$ cat config.mk
export PLATFORM = sky130hd
export DESIGN_NAME = branch_predictor
export DESIGN_NICKNAME = d
export VERILOG_FILES = /design/src/rtl/riscv_pkg.sv /design/src/rtl/bp_sat_counter2.sv /design/src/rtl/branch_predictor.sv
export SDC_FILE = /design/constraint.sdc
export NUM_CORES = 2
export LEC_CHECK = 0
export CAP_MARGIN = 5
export CORE_AREA = 2 2 291 293
export DETAILED_ROUTE_END_ITERATION = 8
export DIE_AREA = 0 0 293 295
export DONT_BUFFER_PORTS = 1
export MAX_ROUTING_LAYER = met4
export PLACE_DENSITY_LB_ADDON = 0.05
export SYNTH_ARGS = -nofsm -noshare
export SYNTH_HDL_FRONTEND = slang
export SYNTH_SLANG_ARGS = --single-unit
$ cat constraint.sdc
create_clock -name clk -period 16.55 [get_ports clk]
set_input_delay 4.1375 -clock clk [delete_from_list [all_inputs] [get_ports clk]]
set_output_delay 4.1375 -clock clk [all_outputs]
set_load 0.005 [all_outputs]
$ cat src/rtl/riscv_pkg.sv
// Shared RV32I definitions used by the fetch-side branch predictor:
// 2-bit counter encodings, branch funct3 codes and the sequential PC step.
package riscv_pkg;

    typedef enum logic [1:0] {
        CTR_SN = 2'b00,
        CTR_WN = 2'b01,
        CTR_WT = 2'b10,
        CTR_ST = 2'b11
    } ctr_e;

    localparam logic [2:0] F3_BEQ  = 3'b000;
    localparam logic [2:0] F3_BNE  = 3'b001;
    localparam logic [2:0] F3_BLT  = 3'b100;
    localparam logic [2:0] F3_BGE  = 3'b101;
    localparam logic [2:0] F3_BLTU = 3'b110;
    localparam logic [2:0] F3_BGEU = 3'b111;

    localparam logic [31:0] PC_STEP = 32'd4;

endpackage

$ cat src/rtl/bp_sat_counter2.sv
// Next-state function of a 2-bit saturating up/down counter; it clamps at
// strongly-taken going up and at strongly-not-taken going down.
module bp_sat_counter2
    import riscv_pkg::*;
(
    input  ctr_e ctr,
    input  logic up,
    output ctr_e next
);

    // NOTE: every output of a combinational block gets a default first, so no path can infer a latch.
    always_comb begin
        next = ctr;
        unique case (ctr)
            CTR_SN: next = up ? CTR_WN : CTR_SN;
            CTR_WN: next = up ? CTR_WT : CTR_SN;
            CTR_WT: next = up ? CTR_ST : CTR_WN;
            CTR_ST: next = up ? CTR_ST : CTR_WT;
            default: next = ctr;
        endcase
    end

endmodule

$ cat src/rtl/branch_predictor.sv
// Direct-mapped BTB with 2-bit saturating counters: zero-latency IF lookup,
// EX-stage training, misprediction/redirect generation and perf counters.
module branch_predictor
    import riscv_pkg::*;
#(
    parameter int IDX_W = 4
) (
    input  logic        clk,
    input  logic        rst_n,
    input  logic [31:0] if_pc,
    output logic        pred_taken,
    output logic [31:0] pred_target,
    input  logic        ex_valid,
    input  logic [31:0] ex_pc,
    input  logic        ex_taken,
    input  logic [31:0] ex_target,
    input  logic        ex_pred_taken,
    input  logic [31:0] ex_pred_target,
    output logic        mispredict,
    output logic [31:0] redirect_pc,
    output logic [31:0] branch_cnt,
    output logic [31:0] mispred_cnt
);

    localparam int TAG_W   = 30 - IDX_W;
    localparam int ENTRIES = 1 << IDX_W;

    logic             valid_q  [ENTRIES];
    logic [TAG_W-1:0] tag_q    [ENTRIES];
    logic [31:0]      target_q [ENTRIES];
    ctr_e             ctr_q    [ENTRIES];

    logic [IDX_W-1:0] if_idx;
    logic [TAG_W-1:0] if_tag;
    logic             if_hit;
    logic [IDX_W-1:0] ex_idx;
    logic [TAG_W-1:0] ex_tag;
    logic             ex_hit;
    ctr_e             ctr_next;

    // Instructions are word aligned, so the byte-offset bits carry no information.
    logic unused_pc_bits;
    assign unused_pc_bits = ^{if_pc[1:0], ex_pc[1:0]};

    assign if_idx = if_pc[IDX_W+1:2];
    assign if_tag = if_pc[31:IDX_W+2];
    assign if_hit = valid_q[if_idx] && (tag_q[if_idx] == if_tag);

    // The lookup reads the stored arrays directly: a same-cycle update is not bypassed.
    assign pred_taken  = if_hit && ctr_q[if_idx][1];
    assign pred_target = pred_taken ? target_q[if_idx] : 32'd0;

    assign ex_idx = ex_pc[IDX_W+1:2];
    assign ex_tag = ex_pc[31:IDX_W+2];
    assign ex_hit = valid_q[ex_idx] && (tag_q[ex_idx] == ex_tag);

    assign mispredict  = ex_valid && ((ex_taken != ex_pred_taken) ||
                                      (ex_taken && (ex_pred_target != ex_target)));
    assign redirect_pc = !ex_valid ? 32'd0 :
                         ex_taken  ? ex_target : ex_pc + PC_STEP;

    bp_sat_counter2 u_ctr (
        .ctr  (ctr_q[ex_idx]),
        .up   (ex_taken),
        .next (ctr_next)
    );

    // NOTE: the table is a flop array precisely so it can be cleared by the async reset; an SRAM could not be.
    always_ff @(posedge clk or negedge rst_n) begin
        if (!rst_n) begin
            for (int i = 0; i < ENTRIES; i++) begin
                valid_q[i]  <= 1'b0;
                tag_q[i]    <= '0;
                target_q[i] <= '0;
                ctr_q[i]    <= CTR_WN;
            end
        end else if (ex_valid) begin
            if (ex_hit) begin
                ctr_q[ex_idx] <= ctr_next;
                if (ex_taken) begin
                    target_q[ex_idx] <= ex_target;
                end
            end else if (ex_taken) begin
                valid_q[ex_idx]  <= 1'b1;
                tag_q[ex_idx]    <= ex_tag;
                target_q[ex_idx] <= ex_target;
                ctr_q[ex_idx]    <= CTR_WT;
            end
        end
    end

    // NOTE: sequential state uses non-blocking assignments so every flop samples pre-edge values.
    always_ff @(posedge clk or negedge rst_n) begin
        if (!rst_n) begin
            branch_cnt  <= '0;
            mispred_cnt <= '0;
        end else begin
            if (ex_valid && (branch_cnt != 32'hFFFF_FFFF)) begin
                branch_cnt <= branch_cnt + 32'd1;
            end
            if (mispredict && (mispred_cnt != 32'hFFFF_FFFF)) begin
                mispred_cnt <= mispred_cnt + 32'd1;
            end
        end
    end

endmodule
==> impl_metrics.env <==
export IMPL_comb_power_share_pct=17.1
export IMPL_cts_tree="yes"
export IMPL_antenna_found_initial=6
export IMPL_ys_ff_latch=1040
export IMPL_hold_depth=1
export IMPL_ys_flop_type="dfrtp_1"
export IMPL_viasPerCell=7.16
export IMPL_gr_usage_all_layers_pct=37.4
export IMPL_cts_buffers=107
export IMPL_holdBufCountCts=0
export IMPL_clkTransAtPathRegs_ps=60
export IMPL_rsz0062_at_grt="no"
export IMPL_synth_top_area_share_pct=47.6
export IMPL_path_class="input port to primary output"
export IMPL_cts_sinks=1040
export IMPL_die_area_um2=86400
export IMPL_p_int_mw=5.26
export IMPL_synth_top_cells_by_area="dfrtp_1 (48%), mux4_2 (16%), mux2_2 (13%), mux2_1 (7.3%), xnor2_1 (1.6%)"
export IMPL_grt_overflow=0
export IMPL_synthMuxAreaShare_pct=37.5
export IMPL_core_area_um2=83200
export IMPL_fin_nets=3638
export IMPL_total_power_mw=7.06
export IMPL_cts_buffer_depth=3
export IMPL_status="completed"
export IMPL_drt_pre_antenna_iters=6
export IMPL_critPathLaunchType="input port"
export IMPL_grt_max_degree=305
export IMPL_max_freq_mhz=86.2
export IMPL_timing_rr_end="tag_q[374]"
export IMPL_r2r_start="tag_q[21]"
export IMPL_min_to="target_q[125]"
export IMPL_drive_gt1_share_pct=35.7
export IMPL_wl_um=155000
export IMPL_grt_pass1_vias=34900
export IMPL_port_buffers=0
export IMPL_post_drt_wl_per_cell_um=33.2
export IMPL_maxSlewViolCount=0
export IMPL_gp_congestion=0.968
export IMPL_die_w_um=293
export IMPL_syn_area_per_cell_um2=14.5
export IMPL_setup_tns_ps=0
export IMPL_seq_power_share_pct=47.4
export IMPL_synth_simple_gate_area_share_pct=4.39
export IMPL_hold_ws_ps=498
export IMPL_cts_resized=0
export IMPL_clock_latency_ps=690
export IMPL_syn_nets=3855
export IMPL_syn_area_um2=53800
export IMPL_ir_drop_uv=110
export IMPL_max_cap_violations=0
export IMPL_async_flop_share_pct=100
export IMPL_worstPathMaxFanout=246
export IMPL_layout_min_cycle_time_ps=11600
export IMPL_synth_common_cells="dfrtp_1 (1024), mux2_2 (613), mux4_2 (392), mux2_1 (347), clkbuf_1 (217)"
export IMPL_leakagePower_nw=25.2
export IMPL_syn_to_final_growth_pct=6.92
export IMPL_hold_path_startpoint="target_q[125]"
export IMPL_synth_edff_count=0
export IMPL_power_density_nw_per_um2=123
export IMPL_multi_input_area_um2=25800
export IMPL_p_sw_mw=1.80
export IMPL_worstPathArrival_ps=7460
export IMPL_dr_first_iter_drc_count=3284
export IMPL_drc=0
export IMPL_yosys_area_share_xor_xnor_pct=2.67
export IMPL_setup_viol=0
export IMPL_setup_worst_path_end_class="primary output"
export IMPL_swShare_pct=25.5
export IMPL_initial_core_util_pct=64.7
export IMPL_grt_pass1_wl_um=230000
export IMPL_seqCellArea_um2=26000
export IMPL_hpwl_um=93400
export IMPL_yosysMostFrequentCell="dfrtp_1"
export IMPL_clock_skew_ps=23.0
export IMPL_ys_seq_area_share_pct=48.4
export IMPL_drtAntennaViolNets=0
export IMPL_r2r_slack_ps=11500
export IMPL_ys_types=66
export IMPL_yosysWarnings=0
export IMPL_worstHoldPathType="flip-flop to flip-flop"
export IMPL_vias=33400
export IMPL_r2r_cells=9
export IMPL_tightest_slew_ps=1310
export IMPL_synthCells=3716
export IMPL_finalCritPeriodShare_pct=70.1
export IMPL_io_pins=263
export IMPL_required_ps=12410
export IMPL_synth_compound_area_share_pct=3.10
export IMPL_clkPwrFrac_pct=35.4
export IMPL_yosysTopAreaCell="dfrtp_1"
export IMPL_die_height_um=295
export IMPL_nFillCells=5564
export IMPL_max_slew_margin_rel_pct=12.8
export IMPL_synth_fa_ha_area_share_pct=0.177
export IMPL_clockRootBuffer="clkbuf_16"
export IMPL_hold_viol_final=0
export IMPL_postCtsSetupBuffers=0
export IMPL_htree_levels=3
export IMPL_std_cell_rows=106
export IMPL_synth_top_family_by_area="multiplexers"
cells in the final DEF (no fill, tap or decap), types with 40 or more instances in the layout:
cell,instances
dfrtp_1,1024
mux2_2,613
mux4_2,392
mux2_1,347
nand2_1,116
clkbuf_16,108
xnor2_1,97
xor2_1,67
nand3_1,55
mux2i_1,53
nor2b_1,44
nor2_1,44
o211ai_1,44
inv_1,40
buf_4,40
per-layer routing:
layer / global-route usage [%] / vias up / share of wire [%]
li1: - / 13500 / -
met1: 49.8 / 18000 / 40
met2: 56.5 / 1537 / 47
met3: 8.97 / 371 / 9.2
met4: 14.1 / 0 / 3.7
met5: - / - / 0
layout make-up:
type,instances,share of cell area [%]
Inverter,42,0.274
Timing Repair Buffer,46,0.809
Multi-Input combinational cell,2262,44.9
Sequential cell,1040,45.3
Tap cell,1080,2.35
Antenna cell,3,0.0131
Clock inverter,36,0.912
Clock buffer,158,5.46
power groups by stage:
stage / combinational [mW] / clock, mW / sequential, mW
CTS: 1.21 / 2.53 / 3.34
detailed placement: 1.20 / 0 / 3.38
finish: 1.21 / 2.50 / 3.35
global route: 1.28 / 2.65 / 3.40
floorplan: 1.01 / 0 / 3.27
global placement: 1.15 / 0 / 3.32
worst max-delay path by stage:
stage / start / to / slack [ps] / depth (start not counted)
after floorplan: if_pc[2] / pred_target[10] / 5390 / 9
after global placement: if_pc[2] / pred_target[5] / 5230 / 8
after detailed placement: if_pc[2] / pred_target[5] / 5230 / 8
after CTS: if_pc[2] / pred_target[5] / 5230 / 8
after global routing: if_pc[2] / pred_target[5] / 5070 / 8
final: if_pc[2] / pred_target[5] / 4950 / 8
logic make-up after synthesis:
family	after synthesis
mux	1405
flops	1040
simple gates	460
buf+inv	414
compound gates	225
xor+xnor	164
fa+ha+maj	8
stage by stage:
step | cells | setup slack (ps) | instance area, um2 | util, %
floorplan | 3716 | 5390 | 53800 | -
global placement | 4468 | 5230 | 53800 | 64.7
detailed placement | 4468 | 5230 | 53800 | 64.7
CTS | 4662 | 5230 | 57400 | 69.1
global route | 4667 | 5070 | 57500 | 69.1
finish | 4667 | 4950 | 57500 | 69.1
critical path, stage by stage:
cell	delay, ps
mux4_2	620
mux4_2	510
xnor2_1	310
nand4_1	270
nor4_1	450
nand4_1	180
buf_4	370
nor2b_1	340
sequential cells by signal, summed over array words and instances, names as in the netlist:
register     count
branch_cnt      32
mispred_cnt     32
valid_q         16
target_q       512
ctr_q           32
tag_q          416
(Power assumes the default switching activity.)
